File: src/rtl/spi_flash_wb_boot.sv
// SPI flash boot sequencer: streams 8-byte {adr,dat} records from flash and replays them as Wishbone writes.
// Define WB_TIMEOUT_EN to add a 256-cycle ack timeout with a sticky error flag.
module spi_flash_wb_boot #(
  parameter int unsigned SCK_DIV   = 2,
  parameter logic [23:0] BOOT_ADDR = 24'h000000,
  parameter logic [31:0] CHK_ADDR  = 32'h2100_0000
) (
  input  logic        clock,
  input  logic        resetb,
  output logic        flash_csb,
  output logic        flash_clk,
  output logic        flash_io0,
  input  logic        flash_io1,
  output logic        wbm_cyc_o,
  output logic        wbm_stb_o,
  output logic        wbm_we_o,
  output logic [31:0] wbm_adr_o,
  output logic [31:0] wbm_dat_o,
  output logic [3:0]  wbm_sel_o,
  input  logic        wbm_ack_i,
  output logic [15:0] checkbits,
  output logic        done,
  output logic        error
);
  localparam logic [7:0]  DIV_LAST  = 8'(SCK_DIV - 1);
  localparam logic [31:0] HEADER    = {8'h03, BOOT_ADDR};
  localparam logic [31:0] TERM_ADDR = 32'hFFFF_FFFF;

  typedef enum logic [2:0] {RST_WAIT, CMD, ADDR, REC, EXEC, WB, DONE} state_t;

  state_t      state_reg;
  logic [3:0]  wait_cnt_reg;
  logic [7:0]  div_cnt_reg;
  logic [5:0]  bit_cnt_reg;
  logic [31:0] tx_reg;
  logic [63:0] rx_reg;
  logic [31:0] rec_adr;
  logic [31:0] rec_dat;
  logic        sck_tick;
  logic        last_bit;

  // Bytes arrive MSB-first with byte 0 first; both words are little-endian.
  assign rec_adr  = {rx_reg[39:32], rx_reg[47:40], rx_reg[55:48], rx_reg[63:56]};
  assign rec_dat  = {rx_reg[7:0], rx_reg[15:8], rx_reg[23:16], rx_reg[31:24]};
  assign sck_tick = (div_cnt_reg == DIV_LAST);

  always_comb begin
    last_bit = 1'b0;
    case (state_reg)
      CMD:     last_bit = (bit_cnt_reg == 6'd7);
      ADDR:    last_bit = (bit_cnt_reg == 6'd23);
      REC:     last_bit = (bit_cnt_reg == 6'd63);
      default: last_bit = 1'b0;
    endcase
  end

`ifdef WB_TIMEOUT_EN
  logic [7:0] to_cnt_reg;
  logic       error_reg;
  assign error = error_reg;
`else
  assign error = 1'b0;
`endif

  always_ff @(posedge clock or negedge resetb) begin
    if (!resetb) begin
      state_reg    <= RST_WAIT;
      wait_cnt_reg <= 4'd0;
      div_cnt_reg  <= 8'd0;
      bit_cnt_reg  <= 6'd0;
      tx_reg       <= 32'd0;
      rx_reg       <= 64'd0;
      flash_csb    <= 1'b1;
      flash_clk    <= 1'b0;
      flash_io0    <= 1'b0;
      wbm_cyc_o    <= 1'b0;
      wbm_stb_o    <= 1'b0;
      wbm_we_o     <= 1'b0;
      wbm_adr_o    <= 32'd0;
      wbm_dat_o    <= 32'd0;
      wbm_sel_o    <= 4'h0;
      checkbits    <= 16'h0000;
      done         <= 1'b0;
`ifdef WB_TIMEOUT_EN
      to_cnt_reg   <= 8'd0;
      error_reg    <= 1'b0;
`endif
    end else begin
      case (state_reg)
        RST_WAIT: begin
          wait_cnt_reg <= wait_cnt_reg + 4'd1;
          if (wait_cnt_reg == 4'd15) begin
            flash_csb   <= 1'b0;
            flash_io0   <= HEADER[31];
            tx_reg      <= HEADER;
            div_cnt_reg <= 8'd0;
            bit_cnt_reg <= 6'd0;
            state_reg   <= CMD;
          end
        end
        CMD, ADDR, REC: begin
          if (!sck_tick) begin
            div_cnt_reg <= div_cnt_reg + 8'd1;
          end else begin
            div_cnt_reg <= 8'd0;
            flash_clk   <= ~flash_clk;
            if (!flash_clk) begin
              if (state_reg == REC) rx_reg <= {rx_reg[62:0], flash_io1};
            end else begin
              // Falling edge: MOSI advances while SCK is low.
              bit_cnt_reg <= last_bit ? 6'd0 : bit_cnt_reg + 6'd1;
              tx_reg      <= {tx_reg[30:0], 1'b0};
              flash_io0   <= (state_reg == CMD || (state_reg == ADDR && !last_bit)) ? tx_reg[30] : 1'b0;
              if (last_bit) begin
                state_reg <= (state_reg == CMD) ? ADDR : (state_reg == ADDR) ? REC : EXEC;
              end
            end
          end
        end
        EXEC: begin
          if (rec_adr == TERM_ADDR) begin
            flash_csb <= 1'b1;
            done      <= 1'b1;
            state_reg <= DONE;
          end else if (rec_adr == CHK_ADDR) begin
            checkbits <= rec_dat[15:0];
            state_reg <= REC;
          end else begin
            wbm_cyc_o <= 1'b1;
            wbm_stb_o <= 1'b1;
            wbm_we_o  <= 1'b1;
            wbm_adr_o <= rec_adr;
            wbm_dat_o <= rec_dat;
            wbm_sel_o <= 4'hF;
`ifdef WB_TIMEOUT_EN
            to_cnt_reg <= 8'd0;
`endif
            state_reg <= WB;
          end
        end
        WB: begin
          if (wbm_ack_i) begin
            wbm_cyc_o <= 1'b0;
            wbm_stb_o <= 1'b0;
            wbm_we_o  <= 1'b0;
            wbm_adr_o <= 32'd0;
            wbm_dat_o <= 32'd0;
            wbm_sel_o <= 4'h0;
            state_reg <= REC;
          end
`ifdef WB_TIMEOUT_EN
          else if (to_cnt_reg == 8'hFF) begin
            wbm_cyc_o <= 1'b0;
            wbm_stb_o <= 1'b0;
            wbm_we_o  <= 1'b0;
            wbm_adr_o <= 32'd0;
            wbm_dat_o <= 32'd0;
            wbm_sel_o <= 4'h0;
            error_reg <= 1'b1;
            state_reg <= REC;
          end else begin
            to_cnt_reg <= to_cnt_reg + 8'd1;
          end
`endif
        end
        DONE: state_reg <= DONE;
        default: state_reg <= RST_WAIT;
      endcase
    end
  end
endmodule

File: config.mk
export PLATFORM = sky130hd
export DESIGN_NAME = spi_flash_wb_boot
export DESIGN_NICKNAME = d
export VERILOG_FILES = /design/src/rtl/spi_flash_wb_boot.sv
export SDC_FILE = /design/constraint.sdc
export NUM_CORES = 1
export LEC_CHECK = 0
export ABC_AREA = 0
export CAP_MARGIN = 40
export CORE_MARGIN = 5
export CORE_UTILIZATION = 57
export CTS_BUF_LIST = sky130_fd_sc_hd__clkbuf_8
export CTS_CLUSTER_DIAMETER = 150
export DETAILED_ROUTE_END_ITERATION = 10
export HOLD_SLACK_MARGIN = 0.1
export PLACE_DENSITY = 0.86
export SYNTH_ARGS = -nofsm -noshare
export SYNTH_HDL_FRONTEND = slang
export SYNTH_SLANG_ARGS = --single-unit
File: constraint.sdc
create_clock -name clock -period 3 [get_ports clock]
set_clock_uncertainty 0.1 [all_clocks]
set_input_delay 0.3 -clock clock [delete_from_list [all_inputs] [get_ports clock]]
set_output_delay 0.3 -clock clock [all_outputs]
set_load 0.1 [all_outputs]
==> metrics.md, run 1 <==
| Metric | Value |
|---|---|
| Area delta synth->final | 16.4% |
| Sink Count | 177 |
| Post-layout min period | 2590 ps |
| Critical-path top delay cell | or4b_4 |
| Detail Route Antenna Nets | 0 |
| DP Wirelength | 11200 um |
| Power Dens Cells | 451 nW/um2 |
| Worst reg-to-reg path cell count | 7 |
| Worst setup EP type | register |
| Final Cell Area | 8840 um2 |
| Layout Nets | 814 |
| First-pass GRT wire length | 27000 um |
| Synth warnings | 0 |
| Worst Hold Class | in2async |
| Largest net degree at the start of global routing | 72 |
| Layout cells sized above 1 | 20.9% |
| Crit path kind | reg2reg |
| Prevailing post-synth register cell | dfrtp_1 |
| Worst r2r src | div_cnt_reg[1]$_DFFE_PN0P_ |
| Clock transition at path regs | 90 ps |
| WP depth | 7 |
| Final Worst Setup Slack | 411 ps |
| Sequential fraction of the synthesis area | 58.3% |
| CTS Buf Count | 17 |
| CP delay by family, top | compound AO/OA/AOI/OAI gates |
| N_diodes | 0 |
| # rows | 42 |
| Total gr overflow | 0 |
| Synth cell types | 54 |
| TritonRoute pass-1 iters | 4 |
| Number of flops mapped to enable cells by yosys | 0 |
| Non-Filler Instances | 994 |
| I/O Buffers | 94 |
| Core area | 13100 um2 |
| Placed inst area | 8460 um2 |
| Mapped Area | 7600 um2 |
| Worst-path fanout max | 24 |
| H-tree depth | 4 |
| Wire per inst | 15.9 um |
| Final WL | 15900 um |
| CP Launch Type | register |
| Yosys reg bits | 177 |
| Leakage | 4.57 nW |
| Largest register FFs | 64 |
| Die Area | 15700 um2 |
| CP arrival | 2820 ps |
| CP bufs+invs | 1 |
| Max_slew headroom | 39.0% |
| Switching Power | 891 uW |
| Clock Path Buffers | 2 |
| DR vias/cell | 5.38 |
| Initial antenna violation count | 0 |
| Flop-to-flop setup slack | 410 ps |
| Tot GR Track Use | 20.9% |
| Sequential power share | 59.8% |
| Resized cells post-CTS | 0 |
| Max_cap viols | 0 |
| Number of fill cells | 995 |
| Achievable Freq | 386 MHz |
| Ys async rst share | 100% |
| Status | complete, no violations |
| CP max stage delay | 500 ps |
| DP Cell Count | 962 |
| I/O pins | 96 |
| Crit path capture | bit_cnt_reg[4]$_DFFE_PN0P_ |
| GP Congestion | 0.840 |
| Maximum vdd drop | 0.365 mV |
| CTS tree | yes |
| Switching Share | 22.4% |
| Final setup violation count | 0 |
| Worst r2r dst | bit_cnt_reg[4]$_DFFE_PN0P_ |
| Final Max Slew Viols | 0 |
| DRC | 0 |
| Syn Nets | 728 |
| Crit-path cells | inv_1 > ha_1 > or4b_4 > nor4_4 > a31oi_2 > o21bai_1 > a22o_1 |
| Vias | 5348 |
| Pint | 3.09 mW |
| Power share of the clock group | 38.6% |
| Syn avg cell area | 10.6 um2 |
| RSZ-0062 raised after global routing | false |
| Worst EP required | 3230 ps |
| Setup crit start | div_cnt_reg[1]$_DFFE_PN0P_ |
| Die width | 125 um |
| Initial Util | 57.8% |
| DRT iter0 DRCs | 326 |
| Pre-CTS setup slack | 431 ps |
| Final-report hold violation count | 0 |
| Gate Count Post-Synth | 720 |
| Worst slew pin tran | 912 ps |
| Setup TNS | 0 ps |
| Skew-Pair Late Insertion Delay | 450 ps |
| Root Driver | clkbuf_8 |
| Die Y | 125 um |
| Final period util | 86.3% |
| Logic pwr share | 1.5% |
| Vias in the first global route | 5544 |
cell usage in the layout, fill, tap and decap left out, types with 3 or more instances in the layout:
master,netlist,routed
mux2i_1,64,64
or2_2,3,3
clkinv_4,0,3
nor4_1,11,11
nand4_1,14,14
a22o_1,3,3
ha_1,4,4
o21ai_1,33,33
o21ai_0,50,50
buf_12,0,3
inv_6,0,3
buf_4,13,104
o21bai_1,3,3
clkbuf_8,0,19
inv_1,70,72
o31ai_1,3,3
nand3_1,5,4
dfrtp_1,176,176
and3_1,8,8
nand2_1,155,155
mux2_2,20,20
xnor2_1,4,4
nor2_1,12,12
metrics by stage:
step / utilization [%] / power, mW / hold WS, ps
after detailed placement: 64.4 / 2.50 / 254
after floorplan: - / 2.44 / -95.6
after global routing: 67.3 / 4.14 / 355
after CTS: 67.3 / 4.03 / 329
after global placement: 64.4 / 2.49 / 245
final: 67.3 / 3.98 / 332
power by group through the flow:
stage / Combinational (mW) / Sequential, mW / Clock [mW]
2_1_floorplan: 0.00727 / 2.43 / 0
3_3_place_gp: 0.0620 / 2.43 / 0
3_5_place_dp: 0.0638 / 2.43 / 0
4_1_cts: 0.0651 / 2.38 / 1.58
5_1_grt: 0.0732 / 2.38 / 1.68
6_report: 0.0614 / 2.38 / 1.54
timing repair:
| item | CTS | global route |
|---|---|---|
| hold buffers | 1 | 0 |
| setup buffers | 0 | 0 |
| endpoints found under the hold margin | 67 | 0 |
layout make-up:
cell class / instances / area, um2 / area share [%]
clock inverter: 12 / 110 / 1.25
clock buffer: 19 / 262 / 2.96
multi-input combinational: 429 / 2680 / 30.3
inverter: 70 / 263 / 2.97
tap: 176 / 220 / 2.49
sequential: 177 / 4430 / 50.1
timing repair buffer: 111 / 882 / 9.97
Yosys cell counts, types with 3 or more instances:
library cell  number  area [um2]
nor2_1            12        45.0
nand3_1            5        25.0
and3_1             8        50.1
o21bai_1           3        22.5
ha_1               4        50.1
dfrtp_1          176        4400
o21ai_0           50         250
nor4_1            11        68.8
xnor2_1            4        35.0
nand4_1           14        87.6
nand2_1          155         582
mux2i_1           64         641
mux2_2            20         225
o31ai_1            3        22.5
inv_1             70         263
buf_6              3        33.8
o21ai_1           33         165
or2_2              3        18.8
a22o_1             3        26.3
buf_4             13        97.6
clkbuf_1          23        86.3
buf_2              4        20.0
routing by layer:
metal,vias to the layer above,wire length [um],track usage (%)
met2,123,8030,35.1
met5,-,0,0
met3,21,956,6.44
li1,2546,-,-
met4,0,222,6.57
met1,2658,6640,26.1
logic make-up after synthesis:
| family | synth area share [%] |
|---|---|
| buffers and inverters | 6.64 |
| DFF | 58.3 |
| muxes | 11.5 |
| AOI/OAI and AO/OA | 8.00 |
| adders and majority gates | 0.659 |
| and+or+nand+nor | 14.1 |
| xor gates and xnor gates | 0.692 |
| other | 0.0494 |
worst min-delay path by stage:
stage	to	slack [ps]
after floorplan	bit_cnt_reg[0]$_DFFE_PN0P_	-100
after global placement	tx_reg[28]$_DFFE_PN0P_	250
after detailed placement	tx_reg[28]$_DFFE_PN0P_	250
after CTS	wbm_adr_o[20]$_DFFE_PN0P_	330
after global routing	rx_reg[0]$_DFFE_PN0P_	360
final	tx_reg[30]$_DFFE_PN0P_	330
Note: power is estimated with default switching activity, not from simulation.
==> inputs of run 2 (changes only) <==
Settings changed: CAP_MARGIN 40 to 20.
==> results of run 2 <==
Final layout, timing and power as in run 1 (identical DEF).
